### src/rtl/bus_cycle_unit_if.sv
// Bus cycle unit interface.
// Groups the request side (op/addr/wdata), the external bus (a, dout, din,
// rd, wr, phi, m1, ready) and the status outputs. The "master" modport is the
// cycle unit's own view. The "slave" modport is the environment's view.
interface bus_cycle_unit_if #(
  parameter int AW = 16,
  parameter int DW = 8
);
  logic [1:0]    op;
  logic [AW-1:0] addr;
  logic [DW-1:0] wdata;
  logic [DW-1:0] din;
  logic          ready;
  logic [AW-1:0] a;
  logic [DW-1:0] dout;
  logic          rd;
  logic          wr;
  logic          phi;
  logic          m1;
  logic [DW-1:0] rdata;
  logic          rdata_valid;
  logic [3:0]    tstate;
  logic          m_end;
  logic          err;

  modport master (
    input  op, addr, wdata, din, ready,
    output a, dout, rd, wr, phi, m1, rdata, rdata_valid, tstate, m_end, err
  );

  modport slave (
    output op, addr, wdata, din, ready,
    input  a, dout, rd, wr, phi, m1, rdata, rdata_valid, tstate, m_end, err
  );
endinterface

### src/rtl/bus_cycle_unit.sv
// Bus cycle unit: generates back-to-back M-cycles of T_PER_M clocks.
// The unit latches a request at the end of tstate 0. It strobes rd/phi/m1
// through tstates 1..T_SAMPLE. It captures read data, or presents write data,
// in the last tstate.
// Optional feature macro BUS_WAIT_STATES_EN adds wait states. With the macro
// defined, ready=0 holds the cycle at T_SAMPLE, up to MAX_WAIT clocks. When
// that limit is reached, err pulses.
// Reset is synchronous and active-low.
module bus_cycle_unit #(
  parameter int AW       = 16,
  parameter int DW       = 8,
  parameter int T_PER_M  = 4,
  parameter int MAX_WAIT = 15
) (
  input  logic             clk,
  input  logic             rst,
  bus_cycle_unit_if.master bus
);

  localparam logic [3:0] T_SAMPLE   = 4'(T_PER_M - 2);
  localparam logic [3:0] T_LAST     = 4'(T_PER_M - 1);
  localparam logic [7:0] MAX_WAIT_W = 8'(MAX_WAIT);

  localparam logic [1:0] OP_IDLE  = 2'b00;
  localparam logic [1:0] OP_FETCH = 2'b01;
  localparam logic [1:0] OP_WRITE = 2'b10;

  // Phases of one M-cycle:
  //   ADDR   = tstate 0
  //   STROBE = tstates 1..T_SAMPLE
  //   WAIT   = stretched T_SAMPLE
  //   END    = last tstate
  typedef enum logic [1:0] {
    PH_ADDR   = 2'd0,
    PH_STROBE = 2'd1,
    PH_WAIT   = 2'd2,
    PH_END    = 2'd3
  } phase_t;

  phase_t        phase_r, phase_s;
  logic [3:0]    tstate_r, tstate_s;
  logic [1:0]    op_r, op_s;
  logic [DW-1:0] wdata_r, wdata_s;
  logic [AW-1:0] a_r, a_s;
  logic [DW-1:0] dout_r, dout_s;
  logic          rd_r, rd_s;
  logic          wr_r, wr_s;
  logic          phi_r, phi_s;
  logic          m1_r, m1_s;
  logic [DW-1:0] rdata_r, rdata_s;
  logic          rdata_valid_r, rdata_valid_s;
  logic          m_end_r, m_end_s;
  logic          err_r, err_s;
  logic          stretch_s;
  logic          timeout_s;

  function automatic logic is_read_op(input logic [1:0] op);
    return (op == OP_FETCH) || (op == 2'b11);
  endfunction

`ifdef BUS_WAIT_STATES_EN
  logic [7:0] wait_cnt_r, wait_cnt_s;
  logic       at_sample_s;

  // Stretch decision at the sample point; give up after MAX_WAIT stretched clocks.
  always_comb begin
    at_sample_s = ((phase_r == PH_STROBE) && (tstate_r == T_SAMPLE)) || (phase_r == PH_WAIT);
    if (at_sample_s && (op_r != OP_IDLE) && !bus.ready) begin
      if (wait_cnt_r >= MAX_WAIT_W) begin
        stretch_s = 1'b0;
        timeout_s = 1'b1;
      end else begin
        stretch_s = 1'b0 | 1'b1;
        timeout_s = 1'b0;
      end
    end else begin
      stretch_s = 1'b0;
      timeout_s = 1'b0;
    end
    if (stretch_s) begin
      wait_cnt_s = wait_cnt_r + 8'd1;
    end else begin
      wait_cnt_s = 8'd0;
    end
  end

  // Wait counter: counts stretched clocks of the current M-cycle.
  always_ff @(posedge clk) begin
    if (!rst) begin
      wait_cnt_r <= 8'd0;
    end else begin
      wait_cnt_r <= wait_cnt_s;
    end
  end
`else
  logic unused_s;
  assign stretch_s = 1'b0;
  assign timeout_s = 1'b0;
  assign unused_s  = bus.ready ^ (^MAX_WAIT_W);
`endif

  // State register: phase, T-state and the request latched at the end of tstate 0.
  always_ff @(posedge clk) begin
    if (!rst) begin
      phase_r  <= PH_ADDR;
      tstate_r <= 4'd0;
      op_r     <= OP_IDLE;
      wdata_r  <= {DW{1'b0}};
    end else begin
      phase_r  <= phase_s;
      tstate_r <= tstate_s;
      op_r     <= op_s;
      wdata_r  <= wdata_s;
    end
  end

  // Next-state: step through the tstates, holding at T_SAMPLE while stretched.
  always_comb begin
    phase_s  = phase_r;
    tstate_s = tstate_r;
    case (phase_r)
      PH_ADDR: begin
        phase_s  = PH_STROBE;
        tstate_s = 4'd1;
      end
      PH_STROBE: begin
        if (tstate_r == T_SAMPLE) begin
          if (stretch_s) begin
            phase_s = PH_WAIT;
          end else begin
            phase_s  = PH_END;
            tstate_s = T_LAST;
          end
        end else begin
          tstate_s = tstate_r + 4'd1;
        end
      end
      PH_WAIT: begin
        if (stretch_s) begin
          phase_s = PH_WAIT;
        end else begin
          phase_s  = PH_END;
          tstate_s = T_LAST;
        end
      end
      PH_END: begin
        phase_s  = PH_ADDR;
        tstate_s = 4'd0;
      end
      default: begin
        phase_s  = PH_ADDR;
        tstate_s = 4'd0;
      end
    endcase
  end

  // Output logic: next values of the registered bus outputs for the upcoming phase.
  always_comb begin
    if (phase_r == PH_ADDR) begin
      op_s    = bus.op;
      a_s     = bus.addr;
      wdata_s = bus.wdata;
    end else begin
      op_s    = op_r;
      a_s     = a_r;
      wdata_s = wdata_r;
    end
    phi_s         = (phase_s == PH_STROBE) || (phase_s == PH_WAIT);
    rd_s          = phi_s && is_read_op(op_s);
    m1_s          = phi_s && (op_s == OP_FETCH);
    m_end_s       = (phase_s == PH_END);
    wr_s          = m_end_s && (op_s == OP_WRITE);
    rdata_valid_s = m_end_s && is_read_op(op_s);
    err_s         = m_end_s && timeout_s;
    if (wr_s) begin
      dout_s = wdata_s;
    end else begin
      dout_s = {DW{1'b0}};
    end
    if (rdata_valid_s) begin
      rdata_s = bus.din;
    end else begin
      rdata_s = rdata_r;
    end
  end

  // Output registers: all bus and status outputs come straight from flops.
  always_ff @(posedge clk) begin
    if (!rst) begin
      a_r           <= {AW{1'b0}};
      dout_r        <= {DW{1'b0}};
      rd_r          <= 1'b0;
      wr_r          <= 1'b0;
      phi_r         <= 1'b0;
      m1_r          <= 1'b0;
      rdata_r       <= {DW{1'b0}};
      rdata_valid_r <= 1'b0;
      m_end_r       <= 1'b0;
      err_r         <= 1'b0;
    end else begin
      a_r           <= a_s;
      dout_r        <= dout_s;
      rd_r          <= rd_s;
      wr_r          <= wr_s;
      phi_r         <= phi_s;
      m1_r          <= m1_s;
      rdata_r       <= rdata_s;
      rdata_valid_r <= rdata_valid_s;
      m_end_r       <= m_end_s;
      err_r         <= err_s;
    end
  end

  assign bus.a           = a_r;
  assign bus.dout        = dout_r;
  assign bus.rd          = rd_r;
  assign bus.wr          = wr_r;
  assign bus.phi         = phi_r;
  assign bus.m1          = m1_r;
  assign bus.rdata       = rdata_r;
  assign bus.rdata_valid = rdata_valid_r;
  assign bus.tstate      = tstate_r;
  assign bus.m_end       = m_end_r;
  assign bus.err         = err_r;

endmodule

### src/flat_wrapper.sv
// flat-port wrapper written by rule: the top's interface ports become plain ports
module bus_cycle_unit_flat 
#(
  parameter int AW       = 16,
  parameter int DW       = 8,
  parameter int T_PER_M  = 4,
  parameter int MAX_WAIT = 15
)
  (clk, rst, bus_op, bus_addr, bus_wdata, bus_din, bus_ready, bus_a, bus_dout, bus_rd, bus_wr, bus_phi, bus_m1, bus_rdata, bus_rdata_valid, bus_tstate, bus_m_end, bus_err);
  bus_cycle_unit_if #(.AW(AW), .DW(DW)) bus_i ();
  input  logic clk;
  input  logic rst;
  input wire logic [$bits(bus_i.op)-1:0] bus_op;
  input wire logic [$bits(bus_i.addr)-1:0] bus_addr;
  input wire logic [$bits(bus_i.wdata)-1:0] bus_wdata;
  input wire logic [$bits(bus_i.din)-1:0] bus_din;
  input wire logic [$bits(bus_i.ready)-1:0] bus_ready;
  output wire logic [$bits(bus_i.a)-1:0] bus_a;
  output wire logic [$bits(bus_i.dout)-1:0] bus_dout;
  output wire logic [$bits(bus_i.rd)-1:0] bus_rd;
  output wire logic [$bits(bus_i.wr)-1:0] bus_wr;
  output wire logic [$bits(bus_i.phi)-1:0] bus_phi;
  output wire logic [$bits(bus_i.m1)-1:0] bus_m1;
  output wire logic [$bits(bus_i.rdata)-1:0] bus_rdata;
  output wire logic [$bits(bus_i.rdata_valid)-1:0] bus_rdata_valid;
  output wire logic [$bits(bus_i.tstate)-1:0] bus_tstate;
  output wire logic [$bits(bus_i.m_end)-1:0] bus_m_end;
  output wire logic [$bits(bus_i.err)-1:0] bus_err;
  assign bus_i.op = bus_op;
  assign bus_i.addr = bus_addr;
  assign bus_i.wdata = bus_wdata;
  assign bus_i.din = bus_din;
  assign bus_i.ready = bus_ready;
  assign bus_a = bus_i.a;
  assign bus_dout = bus_i.dout;
  assign bus_rd = bus_i.rd;
  assign bus_wr = bus_i.wr;
  assign bus_phi = bus_i.phi;
  assign bus_m1 = bus_i.m1;
  assign bus_rdata = bus_i.rdata;
  assign bus_rdata_valid = bus_i.rdata_valid;
  assign bus_tstate = bus_i.tstate;
  assign bus_m_end = bus_i.m_end;
  assign bus_err = bus_i.err;
  bus_cycle_unit #(.AW(AW), .DW(DW), .T_PER_M(T_PER_M), .MAX_WAIT(MAX_WAIT)) u_core (.clk(clk), .rst(rst), .bus(bus_i));
endmodule
### config.mk
export PLATFORM = sky130hd
export DESIGN_NAME = bus_cycle_unit_flat
export DESIGN_NICKNAME = d
export VERILOG_FILES = /design/src/rtl/bus_cycle_unit_if.sv /design/src/rtl/bus_cycle_unit.sv /design/src/flat_wrapper.sv
export SDC_FILE = /design/constraint.sdc
export NUM_CORES = 1
export LEC_CHECK = 0
export BUFFER_PORTS_ARGS = -buffer_cell sky130_fd_sc_hd__buf_2
export CAP_MARGIN = 5
export CELL_PAD_IN_SITES_DETAIL_PLACEMENT = 1
export CELL_PAD_IN_SITES_GLOBAL_PLACEMENT = 2
export CORE_MARGIN = 8
export CORE_UTILIZATION = 27
export DETAILED_ROUTE_END_ITERATION = 7
export PLACE_DENSITY_LB_ADDON = 0.1
export RECOVER_POWER = 100
export SYNTH_ARGS = -nofsm -noshare
export SYNTH_HDL_FRONTEND = slang
export SYNTH_SLANG_ARGS = --single-unit
### constraint.sdc
create_clock -name clk -period 2.25 [get_ports clk]
set_input_delay 0.3375 -clock clk [delete_from_list [all_inputs] [get_ports clk]]
set_output_delay 0.3375 -clock clk [all_outputs]
set_load 0.05 [all_outputs]
==> results.toml, run 1 <==
[outcome]
status = "complete, no violations"

[critical_path]
rr_endpoint = "u_core.wdata_r[5]$_SDFF_PN0_"
critical_path_class = "flip-flop to flip-flop"
reg2reg_depth = 4
crit_arrival_ps = 2110
cp-end-kind = "flip-flop"
r2r_start = "u_core.phase_r[0]$_SDFF_PN0_"
start_kind = "flip-flop"
cp.required_ps = 2480
rrSetupSlack_ps = 370
critPathMaxFanout = 20

[timing]
slew_viol_final = 0
period_share = 0.834
setup_viol = 0
rsz0062_at_grt = "false"
tns_ps = 0
slew_headroom = 0.571
fmax_ghz = 0.533
setup_slack_ps = 373
period_minus_slack_ps = 1880
fin_skew_ps = 5.49
hold_viol_final = 0
worst_pin_slew_ps = 641

[routing]
firstDrtPassIters = 4
drc_errors = 0
drt_wl_total_um = 5180
wire_per_inst_um = 13.3
drtIter0Drc = 35
viasPerCell = 4.23
route.vias.total = 1654
drt.antenna.violating_nets = 0

[synth]
synth_nets = 253
yosysSeqAreaShare = 0.545
synth_cell_types = 29
synth-seq-cells = 54
yosysTopAreaCellShare = 0.545
syn_area_sq_um = 1980
yosysTopAreaCell = "dfxtp_1"
ys_top_cells_by_area = "dfxtp_1 (55%), nand2_1 (13%), a21boi_0 (9.5%), mux2i_1 (5.0%), o22ai_1 (2.5%)"
synth_warnings = 0
avgSynthCellArea_sq_um = 9.31
synth_cells = 213

[clock_network]
cts_buffers = 5
ctsHoldBuffers = 0
cts_tree = "yes"
postCtsSetupRepairBufs = 0
clkTransAtPathRegs_ps = 100
post_cts_resized = 0
htreeDepth = 2
cts-root-buf = "clkbuf_8"
clock_sinks = 54
clockBufferDepth = 2
clkLatencyLatePin_ps = 310

[power_and_ir_drop]
power.total_mw = 1.79
power.density_nw_per_um2 = 715
leakagePower_nw = 0.984
irDropWorstVdd_uv = 203

[floorplanning]
coreArea_sq_um = 7180
dieArea_sq_um = 10300
die_y_um = 102
io-pin-count = 80
die_w_um = 102
row_count = 31
start_util = 0.276

[flow_run]
cap_viol_max_count = 0

[min_path]
min_path_type = "input port to flip-flop"
hold_depth = 3
hold_path_end = "u_core.bus.rdata[2]$_SDFFE_PN0P_"
min_from = "bus_din[2]"

[placed_design]
routabilityCongestion = 0.708
io_buffers = 77
dp_hpwl_um = 3810
pre_cts_ws_ps = 360

[grt]
grt_max_degree = 48
grt_usage = 0.106
grt_antenna_before_repair = 0
grt_pass1_vias = 1791
grt_pass1_wl_um = 8600
grt.overflow.total = 0

[layout]
drive_gt1_frac = 0.164
n_antenna_cell = 0
utilization = 0.349
fin_nets = 332
synthToLayoutAreaGrowth_pct = 26.2
final_cell_mix = "nand2_1 (71), dfxtp_1 (54), clkbuf_1 (44)"
layout_commonest_cell = "nand2_1"
[worst max-delay path: stages, from the launching register on]
cell and delay [ps]:
dfxtp_1 430, or2_0 540, clkbuf_2 520, nand2_1 130, a21boi_0 190
[stage by stage]
step / hold slack, ps / instances / cell area, sq um
4_1_cts: 256 / 391 / 2570
5_1_grt: 274 / 391 / 2500
6_report: 264 / 391 / 2500
3_3_place_gp: 441 / 384 / 2480
3_5_place_dp: 453 / 384 / 2480
2_1_floorplan: 438 / 213 / 1980
[cells in the mapped netlist, drive strengths merged]
cell / count
nand2: 71
conb: 1
a21boi: 25
and2: 3
clkbuf: 6
nor3: 1
and2b: 1
o22ai: 8
xor2: 1
dfxtp: 54
o21ai: 1
o21a: 2
o211ai: 1
or2: 1
nand3b: 4
ha: 3
buf: 6
xnor2: 1
a21o: 1
nor2: 3
nand3: 1
nor3b: 1
a21oi: 1
mux2i: 10
nor2b: 4
inv: 2
[registers in the layout, summed over array words and instances, names as in the netlist, 2 cells and up]
| register | count |
|---|---|
| u_core.bus.dout | 8 |
| u_core.bus.rdata | 8 |
| u_core.phase_r | 2 |
| u_core.bus.tstate | 4 |
| u_core.wdata_r | 8 |
| u_core.bus.a | 16 |
| u_core.op_r | 2 |
[worst max-delay path by stage]
stage / start / endpoint / slack, ps
floorplan: u_core.bus.tstate[1]$_SDFF_PN0_ / u_core.bus.dout[0]$_SDFF_PN0_ / 60
global placement: u_core.bus.tstate[0]$_SDFF_PN0_ / u_core.bus.rdata[4]$_SDFFE_PN0P_ / 380
detailed placement: u_core.bus.tstate[0]$_SDFF_PN0_ / u_core.bus.rdata[3]$_SDFFE_PN0P_ / 360
CTS: u_core.bus.tstate[0]$_SDFF_PN0_ / u_core.bus.rdata[0]$_SDFFE_PN0P_ / 340
global route: u_core.phase_r[1]$_SDFF_PN0_ / u_core.wdata_r[5]$_SDFF_PN0_ / 110
finish: u_core.phase_r[0]$_SDFF_PN0_ / u_core.wdata_r[5]$_SDFF_PN0_ / 370
[where the power goes]
group / switching (mW) / internal, mW
Sequential: 0.0193 / 0.993
Combinational: 0.178 / 0.0706
Clock: 0.315 / 0.213
[area by class of cell]
class / count / area, sq um
clock buffers: 5 / 68.8
clock inverters: 2 / 15.0
fillers: 889 / 4670
inverters: 2 / 7.51
multi-input cells: 145 / 831
flip-flops and latches: 54 / 1080
well taps: 99 / 124
repair buffers: 84 / 375
[metal layers]
layer,part of all wire,up-vias,track usage
li1,-,850,-
met1,0.47,744,0.128
met2,0.43,53,0.160
met3,0.092,7,0.0426
met4,0.017,0,0.0481
met5,0,-,0
[logic make-up after synthesis]
logic type	count (synthesis)	share of synthesized area
adders and majority gates	3	0.0189
xor gates and xnor gates	2	0.00883
other	1	0.00189
buffers and inverters	14	0.0347
and+or+nand+nor	90	0.194
DFF	54	0.545
AOI/OAI and AO/OA	39	0.146
muxes	10	0.0505
No activity file was read; power rests on OpenSTA's default activity.
==> run 2: changes to the inputs <==
- clock period: 2.25 -> 1.8 ns (I/O delays scaled with it)
==> run 2 against run 1 <==
Clock power up 50%. Maximum frequency up 10%. Sequential power up 25%. Die area unchanged. Combinational power up 38%. Power up 34%. Clock-buffer cell count up 1.
==> results.toml, run 2 (synthesis gave the netlist of run 1 again) <==
[placed_design]
routabilityCongestion = 0.678
pre_cts_ws_ps = 28.4
dp_cells = 388
place_area_sq_um = 2550
io_buffers = 77
dp_hpwl_um = 3960

[layout]
finalNonFillerCells = 397
n_antenna_cell = 0
layout_commonest_cell = "buf_2"
drive_gt1_frac = 0.369
final_cell_mix = "buf_2 (77), nand2_1 (70), dfxtp_1 (51)"
stdcell_area_sq_um = 2720
fill_cells = 867
synthToLayoutAreaGrowth_pct = 37.3
utilization = 0.379
largest_reg_flops = 16
fin_nets = 337

[timing]
slew_viol_final = 0
fin_skew_ps = 7.61
setup_slack_ps = 98.0
period_minus_slack_ps = 1700
period_share = 0.946
whs_ps = 207
setup_viol = 0
rsz0062_at_grt = "true"
hold_viol_final = 0
fmax_ghz = 0.588

[critical_path]
reg2reg_depth = 9
path_cells = "inv_4, ha_4, nor3b_4, a21o_1, ha_4, o211ai_1, o21ai_4, buf_12, mux2i_1"
slowest_delay_ps = 370
cp-end-kind = "flip-flop"
cp_slowest_cell = "dfxtp_4"
cp.required_ps = 2030
start_kind = "flip-flop"
cpMostUsedCell = "ha_4"
crit_arrival_ps = 1930
critical_path_class = "flip-flop to flip-flop"
critPathMaxFanout = 8

[clock_network]
cts-root-buf = "clkbuf_8"
clockBufferDepth = 2
clkTransAtPathRegs_ps = 90
htreeDepth = 2
cts_tree = "yes"
clock_sinks = 54
clkLatencyLatePin_ps = 300
cts_buffers = 5

[routing]
route.vias.total = 1677
firstDrtPassIters = 5
drtIter0Drc = 52
drt_wl_total_um = 5290
wire_per_inst_um = 13.3
drt.antenna.violating_nets = 0
drc_errors = 0
viasPerCell = 4.22

[floorplanning]
coreArea_sq_um = 7180
die_y_um = 102
start_util = 0.276
die_w_um = 102
dieArea_sq_um = 10300
io-pin-count = 80
row_count = 31

[power_and_ir_drop]
power.density_nw_per_um2 = 883
leakagePower_nw = 1.23
p_clk_frac = 0.331
switchingPower_uw = 634
irDropWorstVdd_uv = 336
switching_share = 0.264
combPwrFrac = 0.143
intPower_mw = 1.77
seq_power_share = 0.526

[min_path]
hold_depth = 3
min_path_type = "input port to flip-flop"

[outcome]
status = "complete, no violations"

[grt]
grt_usage = 0.105
grt_antenna_before_repair = 0
grt_max_degree = 28
grt.overflow.total = 0
grt_pass1_wl_um = 8680
grt_pass1_vias = 1807

[flow_run]
cap_viol_max_count = 0
run 2: metrics by stage:
step / setup TNS (ps) / total power [mW]
floorplan: -286 / 1.52
global placement: 0 / 1.63
detailed placement: 0 / 1.63
CTS: 0 / 2.45
global route: -18.9 / 2.54
finish: 0 / 2.40
run 2: per-layer routing:
layer,wire length (um),track usage,vias to the layer above
met5,0,0,-
met4,46,0.0275,0
met3,501,0.0440,4
met2,2230,0.159,57
met1,2520,0.133,758
li1,-,-,858
run 2: worst paths after layout:
check	startpoint	endpoint	slack, ps
max	u_core.bus.tstate[0]$_SDFF_PN0_	u_core.bus.rdata[6]$_SDFFE_PN0P_	100
min	bus_din[1]	u_core.bus.rdata[1]$_SDFFE_PN0P_	210
max reg2reg	u_core.bus.tstate[0]$_SDFF_PN0_	u_core.bus.rdata[6]$_SDFFE_PN0P_	100
min reg2reg	u_core.bus.rdata[2]$_SDFFE_PN0P_	u_core.bus.rdata[2]$_SDFFE_PN0P_	460
run 2: layout make-up:
| class | count | area [sq um] | area share |
|---|---|---|---|
| clock buffers | 6 | 72.6 | 0.0267 |
| well taps | 99 | 124 | 0.0455 |
| clock inverters | 2 | 36.3 | 0.0133 |
| repair buffers | 89 | 492 | 0.181 |
| flip-flops and latches | 54 | 1090 | 0.400 |
| multi-input cells | 145 | 898 | 0.330 |
| inverters | 2 | 10.0 | 0.00368 |
run 2: worst max-delay path, delay by kind of cell (launching register included):
family                     cells  cell delay, ps
AOI/OAI and AO/OA              3             430
adders and majority gates      2             270
buffers and inverters          2             200
DFF                            1             370
muxes                          1             190
and+or+nand+nor                1             180
run 2: repair_timing:
item	CTS	global route
resized for setup	0	10
hold buffers	0	0
setup buffers	0	1
hold endpoints to repair	0	0
endpoints found under the setup margin	0	17
run 2: power groups by stage:
stage / clock (mW) / combinational [mW] / sequential, mW
floorplan: 0 / 0.119 / 1.40
global placement: 0 / 0.338 / 1.29
detailed placement: 0 / 0.343 / 1.29
CTS: 0.846 / 0.343 / 1.26
global route: 0.891 / 0.378 / 1.27
finish: 0.795 / 0.344 / 1.26
